**src/rtl/wd_window_timer.sv**
```systemverilog
// Windowed watchdog timer: enforces a closed/open kick window, turns a valid kick into a
// WDSRVC pulse and raises a sticky FWOVR with a cause code on a missed or early kick.
module wd_window_timer #(
   parameter int CNT_W      = 16,
   parameter int CLOSED_CYC = 100,
   parameter int OPEN_CYC   = 400,
   parameter int SRVC_CYC   = 4
) (
   input  logic       CLK,
   input  logic       RST,
   input  logic       EN,
   input  logic       KICK,
   output logic       WDSRVC,
   output logic       FWOVR,
   output logic [1:0] CAUSE,
   output logic       WIN_OPEN,
   output logic [7:0] SRVC_CNT,
   output logic [2:0] o_dbg_state
);

   typedef enum logic [2:0] {
      S_IDLE    = 3'd0,
      S_CLOSED  = 3'd1,
      S_OPEN    = 3'd2,
      S_SERVICE = 3'd3,
      S_OVERRUN = 3'd4
   } state_t;

   localparam logic [CNT_W-1:0] LP_CLOSED_LAST = CNT_W'(CLOSED_CYC - 1);
   localparam logic [CNT_W-1:0] LP_OPEN_LAST   = CNT_W'(OPEN_CYC - 1);
   localparam logic [CNT_W-1:0] LP_SRVC_LAST   = CNT_W'(SRVC_CYC - 1);
   localparam logic [CNT_W-1:0] LP_ONE         = CNT_W'(1);

   localparam logic [1:0] CAUSE_NONE  = 2'b00;
   localparam logic [1:0] CAUSE_EARLY = 2'b01;
   localparam logic [1:0] CAUSE_LATE  = 2'b10;

   state_t           r_state;
   state_t           w_next_state;
   logic [CNT_W-1:0] r_cnt;
   logic [1:0]       w_next_cause;
   logic             r_wdsrvc;
   logic             r_fwovr;
   logic [1:0]       r_cause;
   logic             r_win_open;
   logic [7:0]       r_srvc_cnt;

   always_comb begin
      w_next_state = r_state;
      w_next_cause = r_cause;
      case (r_state)
         S_IDLE: begin
            if (EN) w_next_state = S_CLOSED;
         end
         S_CLOSED: begin
            if (KICK) begin
               w_next_state = S_OVERRUN;
               w_next_cause = CAUSE_EARLY;
            end else if (r_cnt == LP_CLOSED_LAST) begin
               w_next_state = S_OPEN;
            end
         end
         S_OPEN: begin
            // A kick on the terminal open cycle is still a valid service.
            if (KICK) begin
               w_next_state = S_SERVICE;
            end else if (r_cnt == LP_OPEN_LAST) begin
               w_next_state = S_OVERRUN;
               w_next_cause = CAUSE_LATE;
            end
         end
         S_SERVICE: begin
            if (r_cnt == LP_SRVC_LAST) w_next_state = S_CLOSED;
         end
         S_OVERRUN: begin
            w_next_state = S_OVERRUN;
         end
         default: begin
            w_next_state = S_IDLE;
         end
      endcase
      // Disable aborts everything except a latched violation.
      if (!EN && (r_state != S_OVERRUN)) begin
         w_next_state = S_IDLE;
         w_next_cause = r_cause;
      end
   end

   always_ff @(posedge CLK) begin
      if (RST) begin
         r_state    <= S_IDLE;
         r_cnt      <= '0;
         r_wdsrvc   <= 1'b0;
         r_fwovr    <= 1'b0;
         r_cause    <= CAUSE_NONE;
         r_win_open <= 1'b0;
         r_srvc_cnt <= 8'd0;
      end else begin
         r_state <= w_next_state;
         if ((w_next_state != r_state) || (w_next_state == S_IDLE)) begin
            r_cnt <= '0;
         end else if (r_state != S_OVERRUN) begin
            r_cnt <= r_cnt + LP_ONE;
         end
         r_wdsrvc   <= (w_next_state == S_SERVICE);
         r_win_open <= (w_next_state == S_OPEN);
         r_fwovr    <= (w_next_state == S_OVERRUN);
         r_cause    <= w_next_cause;
         if ((w_next_state == S_SERVICE) && (r_state != S_SERVICE) && (r_srvc_cnt != 8'hFF)) begin
            r_srvc_cnt <= r_srvc_cnt + 8'd1;
         end
      end
   end

   assign WDSRVC      = r_wdsrvc;
   assign FWOVR       = r_fwovr;
   assign CAUSE       = r_cause;
   assign WIN_OPEN    = r_win_open;
   assign SRVC_CNT    = r_srvc_cnt;
   assign o_dbg_state = r_state;

endmodule
```
**config.mk**
```make
export PLATFORM = sky130hd
export DESIGN_NAME = wd_window_timer
export DESIGN_NICKNAME = d
export VERILOG_FILES = /design/src/rtl/wd_window_timer.sv
export SDC_FILE = /design/constraint.sdc
export NUM_CORES = 1
export LEC_CHECK = 0
export ABC_CLOCK_PERIOD_IN_PS = 2100
export CAP_MARGIN = 0
export CORE_MARGIN = 8
export CORE_UTILIZATION = 30
export CTS_CLUSTER_DIAMETER = 30
export CTS_CLUSTER_SIZE = 16
export DETAILED_ROUTE_END_ITERATION = 10
export GPL_TIMING_DRIVEN = 0
export PLACE_DENSITY_LB_ADDON = 0.3
export SLEW_MARGIN = 20
export SYNTH_ARGS = -nofsm -noshare
export SYNTH_HDL_FRONTEND = slang
export SYNTH_SLANG_ARGS = --single-unit
```
**constraint.sdc**
```tcl
create_clock -name CLK -period 2.1 [get_ports CLK]
set_input_delay 0.42 -clock CLK [delete_from_list [all_inputs] [get_ports CLK]]
set_output_delay 0.42 -clock CLK [all_outputs]
set_load 0.05 [all_outputs]
```
# [Word level (Yosys, flattened, before mapping)]
# Index checks and enable logic that the tools add are counted.
[op_classes] reduce_logical=10 add_sub_neg=2 mux=12 eq_ne=17 bitwise_logic=1
[op_table] op="2-to-1 mux 3 bit" n=7
[op_table] op="adder 16 x 1 -> 16 bit, second input constant" n=1
[op_table] op="equality test 16 x 2 -> 1 bit, second input constant" n=1
[op_table] op="equality test 16 x 7 -> 1 bit, second input constant" n=1
[op_table] op="equality test 16 x 9 -> 1 bit, second input constant" n=1
[op_table] op="one-hot mux 3 bit (5 select lines)" n=1
[op_table] op="equality test 3 x 2 -> 1 bit, second input constant" n=4
[op_table] op="adder 8 x 1 -> 8 bit, second input constant" n=1
[op_table] op="inequality test 8 bit, second input constant" n=1
[op_table] op="equality test 3 bit, second input constant" n=2
[op_table] op="logical NOT 3 bit" n=2
[op_table] op="2-to-1 mux 2 bit" n=3
[op_table] op="inequality test 2 bit, second input constant" n=3
[op_table] op="AND reduction 5 bit" n=1
[op_table] op="one-hot mux 2 bit (2 select lines)" n=1
[op_table] op="equality test 3 x 1 -> 1 bit, second input constant" n=1
[op_table] op="logical AND 1 bit" n=3
[op_table] op="inequality test 3 x 2 -> 1 bit, second input constant" n=1
[op_table] op="inequality test 3 bit" n=1
[op_table] op="inequality test 3 bit, second input constant" n=1
[op_table] op="nonzero test 2 bit" n=1
[op_table] op="OR reduction 2 bit" n=1
[op_table] op="logical NOT 1 bit" n=1
[op_table] op="logical OR 1 bit" n=1
[op_table] op="inverter 1 bit" n=1
[totals] register_bits=32 input_bits=4 word_cells=49

# [Logic depth before layout (Yosys ltp)]
# Gate-level depths: netlist (run 1).
[depth] depth_word=8 depth_mapped=7 mapped_depth_nobuf=6

# [Worst setup path after synthesis (run 1)]
# No wires, ideal clock.
[synth_path] path_type="reg2reg" startpoint="register r_state[2] (netlist: o_dbg_state[2])" endpoint="register r_cnt[9]" slack_ns=0.047 path_stages_with_launch=8 setup_ns=0.126 path_buffers=2 period_less_slack_ns=2.053 arrival_ns=1.927 path_cell_list="dfxtp_1 > or3b_2 > clkbuf_2 > and3_1 > clkbuf_1 > nand4_1 > xor2_1 > nor2_1"
[synth_via] elab_chain_cells=7 word_cells_on_any_way=19 classes_between="eq/ne: 6; mux: 8; reduce/logical: 5"
[synth_rtl] item="start: declaration" line="38" rtl="state_t r_state;"
[synth_rtl] item="start signal: assignment" line="99" rtl="r_state <= w_next_state;"
[synth_rtl] item="2-to-1 mux 3 bit, on equally long branches" line="67, 59"
[synth_rtl] item="2-to-1 mux 3 bit, on equally long branches" line="65, 56"
[synth_rtl] item="one-hot mux 3 bit (5 select lines)" line="51" rtl="case (r_state)"
[synth_rtl] item="2-to-1 mux 3 bit" line="83" rtl="if (!EN && (r_state != S_OVERRUN)) begin"
[synth_rtl] item="inequality test 3 bit or logical NOT 3 bit (tied branches)" line="100" rtl="if ((w_next_state != r_state) || (w_next_state == S_IDLE)) begin"
[synth_rtl] item="logical OR 1 bit" line="100"
[synth_rtl] item="OR reduction 2 bit (no source line)"
[synth_rtl] item="end signal: assignment" line="103" rtl="r_cnt <= r_cnt + LP_ONE;"
[synth_rtl] item="end: declaration" line="40" rtl="logic [CNT_W-1:0] r_cnt;"
# Several ways; a longest one is shown, not always the timed one.
# A chain may end at the register's enable or synchronous reset.

# [Worst setup path after layout (run 1)]
[layout_path] startpoint="register r_srvc_cnt[3] (netlist: SRVC_CNT[3])" endpoint="output port SRVC_CNT[3]"
[layout_lines] item="start: declaration" line="46" rtl="logic [7:0] r_srvc_cnt;"
[layout_lines] item="start signal: assignment" line="110" rtl="r_srvc_cnt <= r_srvc_cnt + 8'd1;"
[layout_lines] item="end: declaration" line="17" rtl="output logic [7:0] SRVC_CNT,"
# No word-level cell between the ends.

==> out/metrics.csv, run 1 <==
stage,metric,value,unit
run_status,outcome,"finished, final reports clean",
yosys,synth_simple_gate_area_share,0.3374,
sta,setup_ws,0.1078,ns
yosys,synth_compound_area_frac,0.09726,
yosys,synth_mux_area_frac,0.02432,
clock_network,ctsHoldBuffers,0,
critical_path,worstSetupPathDepth,1,
sta,slew_headroom,0.4945,
die,die_x,90.09,µm
critical_path,crit_chain,clkdlybuf4s50_1,
clock_network,clkLatencyLatePin,0.29,ns
yosys,synth_cell_types,45,
placement,hpwl,2.554,mm
die,core-area,0.005405,mm²
critical_path,crit_path_end_kind,output port,
critical_path,cp-start-kind,register,
cells_and_area,fin_nets,223,
detailed_routing,dr_total_vias,1417,
power,power_density,613.5,mW/mm²
cells_and_area,drive_above_1_share,0.1514,
clock_network,numCtsBuffers,5,
sta,period_share,0.9487,
critical_path,crit_slowest_cell,clkdlybuf4s50_1,
sta,finalHoldViolCount,0,
yosys,synth_cells,191,
sta,hold_slack,0.4608,ns
cells_and_area,fin_util,0.3831,
detailed_routing,drt_first_pass_iters,4,
critical_path,crit_fanout,6,
sta,clock_skew,0.008760,ns
detailed_routing,routedWlPerCell,12.24,µm
cells_and_area,syn_to_final_growth,25.76,%
die,ios,20,
hold_path,min_to,CAUSE[0],
grt,grt_pass1_vias,1345,
placement,pre_cts_slack,-0.2886,ns
hold_path,holdPathStages,2,
detailed_routing,drt_iter0_drc,74,
clock_network,ctsHtreeMaxLevel,2,
sta,fin_crit,1.992,ns
grt,grt_max_degree,12,
yosys,ys_seq_elements,32,
grt,grt_overflow,0,
yosys,ys_seq_area_frac,0.3891,
clock_network,cts_tree,yes,
clock_network,clockBufferDepth,2,
placement,port_buffers,18,
yosys,synthArstFlopShare,0,
yosys,synthXorXnorAreaFrac,0.1011,
cells_and_area,fillCellCount,557,
detailed_routing,drc,0,
clock_network,cts_sinks,32,
die,rows,27,
die,die_y,90.09,µm
critical_path,cp_top_family,buffers and inverters,
cells_and_area,diodes,0,
clock_network,clkTransAtPathRegs,0.07,ns
yosys,synth_fp_nets,197,
yosys,synth_edf_count,0,
detailed_routing,drt_wl_total,3.549,mm
placement,place_congestion,0.7816,
sta,finalSetupViolations,0,
yosys,ys.warnings.count,0,
die,initial_core_util,0.3046,
critical_path,r2r_end,r_cnt[10],
critical_path,reg2reg_depth,5,
detailed_routing,antenna_left,0,
yosys,synth_area_per_cell,8.621,µm²
critical_path,path_class,register to output port,
critical_path,regToRegSetupSlack,0.13,ns
sta,fmax,502.0,MHz
power,power_leakage,0.7034,nW
critical_path,r2r-start,r_cnt[12],
grt,grt_antenna_before_repair,0,
critical_path,worstPathRequired,1.68,ns
hold_path,hold_start,CAUSE[0],
clock_network,root_buffer,clkbuf_8,
detailed_routing,vias_per_cell,4.886,
yosys,synth_flop_cell,dfxtp_1,
sta,report.final.slew_viol_count,0,
job,maxCapViolations,0,
die,die_area,0.008115,mm²
yosys,syn-cell-area,0.001647,mm²
yosys,synth_top_family_by_area,simple AND/OR/NAND/NOR gates,
critical_path,worstPathArrival,1.57,ns
critical_path,path_buf_inv,1,
critical_path,critPathMaxStageDelay,0.84,ns
sta,tightest_slew,0.7464,ns
grt,grt_pass1_wl,6.361,mm
grt,grt_use_total,0.09409,
power,peakVddDrop,0.2941,mV
hold_path,hold_path_class,register to register,
yosys,synth_fa_ha_area_frac,0.01520,
-- power breakdown --
group / leakage, nW / switching [mW] / internal (mW) / total [mW]
combinational: 0.391 / 0.0405 / 0.0249 / 0.0654
sequential: 0.259 / 0.00313 / 0.610 / 0.614
clock: 0.0541 / 0.241 / 0.351 / 0.591
-- what timing repair did --
action	4_1_cts	5_1_grt
resized for setup	2	6
pin swaps	0	1
buffers inserted	0	1
endpoints found under the hold margin	0	0
endpoints found under the setup margin	7	13
-- how the worst max path moves through the flow --
stage | start | end | slack, ns
2_1_floorplan | o_dbg_state[2] | r_cnt[9] | 0.05
6_report | SRVC_CNT[3] | SRVC_CNT[3] | 0.11
3_5_place_dp | EN | r_cnt[4] | -0.29
3_3_place_gp | EN | r_cnt[4] | -0.30
5_1_grt | r_cnt[13] | r_cnt[9] | -0.02
4_1_cts | r_cnt[0] | r_cnt[4] | 0.04
-- flip-flops by register name (all words and copies together), names as in the netlist --
register and cells:
FWOVR 1, CAUSE 2, r_cnt 16, SRVC_CNT 8, o_dbg_state 3, WDSRVC 1
WIN_OPEN 1
-- through the flow --
| stage | TNS, ns | area [µm²] | instances | total power, mW |
|---|---|---|---|---|
| 5_1_grt | -0.03554 | 2071 | 290 | 1.323 |
| 2_1_floorplan | 0 | 1647 | 191 | 0.6700 |
| 3_3_place_gp | -4.048 | 1917 | 281 | 0.6909 |
| 3_5_place_dp | -3.744 | 1917 | 281 | 0.6903 |
| 4_1_cts | 0 | 2037 | 289 | 1.286 |
| 6_report | 0 | 2071 | 290 | 1.270 |
-- per-layer routing --
metal	track usage	up-vias	routed length, µm
met5	0	-	0
met4	0.04577	0	57
met3	0.03491	6	167
met2	0.1423	21	1639
met1	0.1147	662	1685
li1	-	728	-
-- layout by cell type (no fill, tap or decap), types with 4 or more instances in the layout --
cell type	instances
xnor2_1	5
mux2i_1	4
xor2_1	14
clkdlybuf4s50_1	17
and3_1	4
a21oi_1	6
inv_1	6
dfxtp_1	31
nor2_1	28
nand3_1	14
clkbuf_8	5
nand2_1	15
nand4_1	5
-- synth_stat cells, drive strengths merged (4+ instances only) --
master,number,area [µm²]
xnor2,5,43.79
xor2,14,122.6
inv,6,22.52
nor2,29,111.4
mux2i,4,40.04
nor4,7,80.07
nand2,15,56.30
dfxtp,32,640.6
nand4,5,31.28
nand3,14,70.07
and3,4,25.02
clkbuf,5,21.27
a21oi,7,35.03
nor2b,4,25.02
-- cell type report --
cell class	instances	area, µm²	area share
timing repair buffer	19	190.2	0.09184
multi-input combinational	146	978.4	0.4725
clock inverter	3	42.54	0.02054
inverter	6	22.52	0.01088
tap	72	90.09	0.04350
buffer	7	36.28	0.01752
clock buffer	5	68.82	0.03323
sequential	32	641.9	0.3100
-- logic make-up after synthesis --
| logic type | after synthesis |
|---|---|
| and+or+nand+nor | 98 |
| DFF | 32 |
| AOI/OAI and AO/OA | 23 |
| xor gates and xnor gates | 19 |
| buffers and inverters | 13 |
| muxes | 4 |
| adders and majority gates | 2 |
Note: power is estimated with default switching activity, not from simulation.
==> run 2: changes to the inputs <==
--- a/config.mk
+++ b/config.mk
@@ -13,7 +13,7 @@
 export CTS_CLUSTER_SIZE = 16
 export DETAILED_ROUTE_END_ITERATION = 10
 export GPL_TIMING_DRIVEN = 0
-export PLACE_DENSITY_LB_ADDON = 0.3
+export PLACE_DENSITY = 0.53
 export SLEW_MARGIN = 20
 export SYNTH_ARGS = -nofsm -noshare
 export SYNTH_HDL_FRONTEND = slang
==> out/metrics.csv, run 2 (synthesis gave the netlist of run 1 again) <==
stage,metric,value,unit
run_status,outcome,"finished, final reports clean",
die,initial_core_util,0.3046,
sta,tightest_slew,0.7697,ns
detailed_routing,drc,0,
critical_path,regToRegSetupSlack,0.13,ns
critical_path,r2r_end,r_cnt[8],
cells_and_area,largest_reg_flops,16,
sta,fin_crit,1.983,ns
placement,place_congestion,0.7732,
hold_path,min_to,CAUSE[0],
die,rows,27,
clock_network,clockBufferDepth,2,
die,die_x,90.09,µm
die,die_y,90.09,µm
cells_and_area,top_register,r_cnt,
clock_network,numCtsBuffers,5,
critical_path,reg2reg_depth,7,
power,swShare,0.2314,
placement,port_buffers,18,
die,core-area,0.005405,mm²
detailed_routing,drt_wl_total,3.588,mm
cells_and_area,diodes,0,
critical_path,crit_fanout,7,
critical_path,worstPathRequired,2.32,ns
power,power.total,1.167,mW
hold_path,hold_path_class,register to register,
power,power_density,569.4,mW/mm²
critical_path,r2r-start,r_cnt[0],
grt,grt_max_degree,11,
critical_path,crit_chain,clkdlybuf4s50_1 -> nor2b_4 -> or4b_1 -> a21oi_2 -> o22ai_2 -> buf_4 -> nor2_1,
hold_path,holdPathStages,2,
cells_and_area,drive_above_1_share,0.1468,
detailed_routing,routedWlPerCell,12.37,µm
sta,slew_headroom,0.4787,
critical_path,crit_path_end_kind,register,
sta,report.final.slew_viol_count,0,
grt,grt_antenna_before_repair,0,
power,peakVddDrop,0.2230,mV
sta,period_share,0.9443,
grt,grt_overflow,0,
clock_network,clkTransAtPathRegs,0.07,ns
cells_and_area,fin_util,0.3792,
detailed_routing,antenna_left,0,
critical_path,path_class,primary input to register,
detailed_routing,vias_per_cell,4.866,
clock_network,ctsHtreeMaxLevel,2,
job,maxCapViolations,0,
clock_network,clkLatencyLatePin,0.28,ns
sta,rsz0062_at_grt,no,
power,power_leakage,0.6836,nW
power,seqPwrFrac,0.526,
clock_network,ctsHoldBuffers,0,
cells_and_area,final_cell_mix,"31 x dfxtp_1, 28 x nor2_1, 18 x clkdlybuf4s50_1",
die,die_area,0.008115,mm²
hold_path,hold_start,CAUSE[0],
power,power_frac_comb,0.056,
critical_path,cp-start-kind,primary input,
grt,grt_use_total,0.09459,
critical_path,worstPathArrival,2.20,ns
clock_network,cts_sinks,32,
grt,grt_pass1_wl,6.334,mm
critical_path,crit_slowest_cell,clkdlybuf4s50_1,
clock_network,root_buffer,clkbuf_8,
cells_and_area,final_common_cell,dfxtp_1,
power,clkPwrFrac,0.418,
grt,grt_pass1_vias,1357,
die,ios,20,
cells_and_area,regArea,641.9,µm²
power,p_sw,0.2701,mW
sta,finalHoldViolCount,0,
placement,hpwl,2.644,mm
cells_and_area,multi_input_area,978.4,µm²
sta,finalSetupViolations,0,
cells_and_area,syn_to_final_growth,24.47,%
power,intPower,0.8970,mW
critical_path,critPathMaxStageDelay,0.51,ns
sta,fmax,504.3,MHz
clock_network,cts_tree,yes,
detailed_routing,drt_iter0_drc,98,
detailed_routing,dr_total_vias,1411,
sta,clock_skew,0.003694,ns
cells_and_area,fin_nets,223,
cells_and_area,fillCellCount,558,
detailed_routing,drt_first_pass_iters,4,
## run 2: cell types whose count changed in the layout (fill, tap and decap cells not counted)
cell	previous run	this run
nor2_2	1	0
a211oi_1	1	2
clkinvlp_4	1	0
dlymetal6s2s_1	1	0
bufinv_16	1	0
clkbuf_8	5	6
o21ai_0	3	2
a211oi_2	1	0
clkdlybuf4s50_1	17	18
clkinv_2	1	2
nor2_4	0	1
o21ai_1	0	1
## run 2: final cells by class
cell class / instances / share of cell area
multi-input combinational: 146 / 0.4774
sequential: 32 / 0.3132
timing repair buffer: 19 / 0.09157
tap: 72 / 0.04396
clock buffer: 6 / 0.04029
buffer: 7 / 0.01770
inverter: 6 / 0.01099
clock inverter: 2 / 0.004884
## run 2: timing repair
item,CTS,global route
gates resized for setup,2,6
endpoints found under the setup margin,2,18
setup buffers,0,1
pin swaps,0,1
## run 2: worst max-delay path by stage
stage	start	endpoint	slack [ns]	depth (start not counted)
final	EN	r_cnt[8]	0.12	7
after CTS	r_cnt[0]	r_cnt[8]	0.003	6
after global placement	EN	r_cnt[4]	-0.32	6
after floorplan	o_dbg_state[2]	r_cnt[9]	0.05	7
after detailed placement	EN	r_cnt[8]	-0.28	6
after global routing	r_cnt[0]	r_cnt[3]	0.009	7
## run 2: power by group through the flow
stage	clock network, mW	registers [mW]	logic (mW)
after detailed placement	0	0.627	0.0631
after floorplan	0	0.637	0.0327
after CTS	0.511	0.613	0.0642
after global placement	0	0.627	0.0643
final	0.487	0.614	0.0658
after global routing	0.540	0.614	0.0730
## run 2: critical path: cells and delay by family
| family | cells | cell delay (ns) |
|---|---|---|
| and+or+nand+nor | 3 | 0.79 |
| buffers and inverters | 2 | 0.69 |
| AOI/OAI and AO/OA | 2 | 0.31 |
## run 2: routing by layer
metal  vias to the layer above  GRT usage  share of wire
met3                         6    0.03741          0.051
met2                        21     0.1491           0.47
li1                        720          -              -
met1                       664     0.1093           0.46
met4                         0    0.04577          0.017
met5                         -          0              0
## run 2: stage by stage
| step | cells | hold slack (ns) | cell area [µm²] | TNS [ns] | setup WS, ns |
|---|---|---|---|---|---|
| after global routing | 290 | 0.4873 | 2049 | 0 | 0.009436 |
| after floorplan | 191 | 0.4792 | 1647 | 0 | 0.04721 |
| after global placement | 281 | 0.4552 | 1917 | -4.400 | -0.3193 |
| after detailed placement | 281 | 0.4468 | 1917 | -3.712 | -0.2850 |
| after CTS | 289 | 0.4569 | 2018 | 0 | 0.003211 |
| final | 290 | 0.4523 | 2049 | 0 | 0.1170 |
==> run 3: changes to the inputs <==
--- a/config.mk
+++ b/config.mk
@@ -5,7 +5,7 @@
 export SDC_FILE = /design/constraint.sdc
 export NUM_CORES = 1
 export LEC_CHECK = 0
-export ABC_CLOCK_PERIOD_IN_PS = 2100
+export ABC_CLOCK_PERIOD_IN_PS = 2000
 export CAP_MARGIN = 0
 export CORE_MARGIN = 8
 export CORE_UTILIZATION = 30
==> constraint.sdc (replaced) <==
create_clock -name CLK -period 2 [get_ports CLK]
set_input_delay 0.4 -clock CLK [delete_from_list [all_inputs] [get_ports CLK]]
set_output_delay 0.4 -clock CLK [all_outputs]
set_load 0.05 [all_outputs]
==> out/metrics.csv, run 3 (synthesis gave the netlist of run 1 again) <==
stage,metric,value,unit
run_status,outcome,"finished, final reports clean",
detailed_routing,vias_per_cell,4.945,
detailed_routing,antenna_left,0,
die,die_x,90.09,µm
power,power_density,584.5,mW/mm²
cells_and_area,fin_util,0.3891,
detailed_routing,drt_first_pass_iters,4,
detailed_routing,routedWlPerCell,13.16,µm
sta,finalSetupViolations,0,
power,peakVddDrop,0.2378,mV
hold_path,hold_path_class,register to register,
die,ios,20,
grt,grt_pass1_vias,1403,
job,maxCapViolations,0,
clock_network,clkTransAtPathRegs,0.07,ns
sta,slew_headroom,0.5768,
die,initial_core_util,0.3046,
sta,tightest_slew,0.6300,ns
cells_and_area,regArea,648.1,µm²
die,rows,27,
detailed_routing,drt_iter0_drc,96,
power,power_leakage,0.7429,nW
critical_path,cp-start-kind,primary input,
die,die_area,0.008115,mm²
critical_path,worstPathRequired,2.22,ns
cells_and_area,syn_to_final_growth,27.74,%
clock_network,cts_sinks,32,
die,core-area,0.005405,mm²
sta,report.final.slew_viol_count,0,
sta,fmax,511.6,MHz
critical_path,path_class,primary input to register,
critical_path,worstPathArrival,2.17,ns
clock_network,ctsHoldBuffers,0,
clock_network,root_buffer,clkbuf_8,
grt,grt_util_met3,0.02826,
grt,grt_use_total,0.09729,
cells_and_area,fillCellCount,558,
grt,grt_max_degree,11,
placement,place_congestion,0.7766,
sta,period_share,0.9774,
critical_path,crit_path_end_kind,register,
sta,fin_crit,1.955,ns
detailed_routing,dr_total_vias,1434,
cells_and_area,multi_input_area,0.001013,mm²
grt,grtUsageMet2,0.1564,
grt,grt_antenna_before_repair,0,
die,die_y,90.09,µm
placement,place_inst,281,
cells_and_area,largest_reg_flops,16,
sta,finalHoldViolCount,0,
placement,hpwl,2.726,mm
detailed_routing,drc,0,
cells_and_area,drive_above_1_share,0.1881,
sta,rsz0062_at_grt,yes,
clock_network,clockBufferDepth,2,
cells_and_area,top_register,r_cnt,
cells_and_area,diodes,0,
placement,port_buffers,18,
clock_network,numCtsBuffers,5,
cells_and_area,stdcell_count,290,
grt,grt_pass1_wl,6.610,mm
clock_network,cts_tree,yes,
clock_network,ctsHtreeMaxLevel,2,
grt,grt_busiest_layer,met2,
grt,grt_overflow,0,
sta,clock_skew,0.002930,ns
critical_path,crit_fanout,7,
cells_and_area,final_cell_mix,"28 x dfxtp_1, 28 x nor2_1, 15 x nand2_1, 15 x clkdlybuf4s50_1",
clock_network,clkLatencyLatePin,0.28,ns
detailed_routing,drt_wl_total,3.816,mm
cells_and_area,fin_nets,223,
grt,use_met1,0.1168,
-- run 3: final timing paths --
path	start	endpoint	slack, ns	cells after the start
max	EN	r_cnt[7]	0.05	7
min	CAUSE[0]	CAUSE[0]	0.47	2
max reg2reg	r_cnt[12]	r_cnt[7]	0.11	6
min reg2reg	CAUSE[0]	CAUSE[0]	0.47	2
-- run 3: power breakdown --
part           internal, mW  switching (mW)  total (mW)
registers             0.640         0.00355       0.644
clock network         0.280           0.231       0.512
logic                0.0287          0.0450      0.0737
total                 0.950           0.280        1.23
-- run 3: area by class of cell --
class | instances | area share
Buffer | 6 | 0.01547
Tap cell | 72 | 0.04283
Multi-Input combinational cell | 146 | 0.4819
Timing Repair Buffer | 20 | 0.09816
Sequential cell | 32 | 0.3081
Inverter | 6 | 0.01071
Clock buffer | 8 | 0.04283
-- run 3: timing repair --
item | in CTS | in global routing
resized for setup | 4 | 17
setup buffers | 1 | 1
setup endpoints to repair | 19 | 21
pin swaps | 1 | 3
-- run 3: per-layer routing --
layer / routed length (µm) / share of wire
met1: 1835 / 0.48
met2: 1804 / 0.47
met3: 124 / 0.032
met4: 53 / 0.014
met5: 0 / 0
-- run 3: stage by stage --
| stage | area [µm²] | worst slack [ns] | total power, mW | TNS (ns) | hold slack, ns |
|---|---|---|---|---|---|
| 3_3_place_gp | 1927 | -0.4245 | 0.7260 | -6.393 | 0.4438 |
| 4_1_cts | 2047 | 0.01583 | 1.248 | 0 | 0.4722 |
| 3_5_place_dp | 1927 | -0.3809 | 0.7252 | -5.678 | 0.4535 |
| 6_report | 2103 | 0.04529 | 1.229 | 0 | 0.4710 |
| 5_1_grt | 2103 | -0.02243 | 1.273 | -0.09032 | 0.5275 |
| 2_1_floorplan | 1657 | 0.04221 | 0.7038 | 0 | 0.4721 |
-- run 3: worst max-delay path, cell delays in order --
cell	delay (ns)
clkdlybuf4s50_1	0.52
nor2b_4	0.21
or4b_4	0.48
a21oi_2	0.21
o22ai_2	0.10
buf_6	0.15
nor2_1	0.10
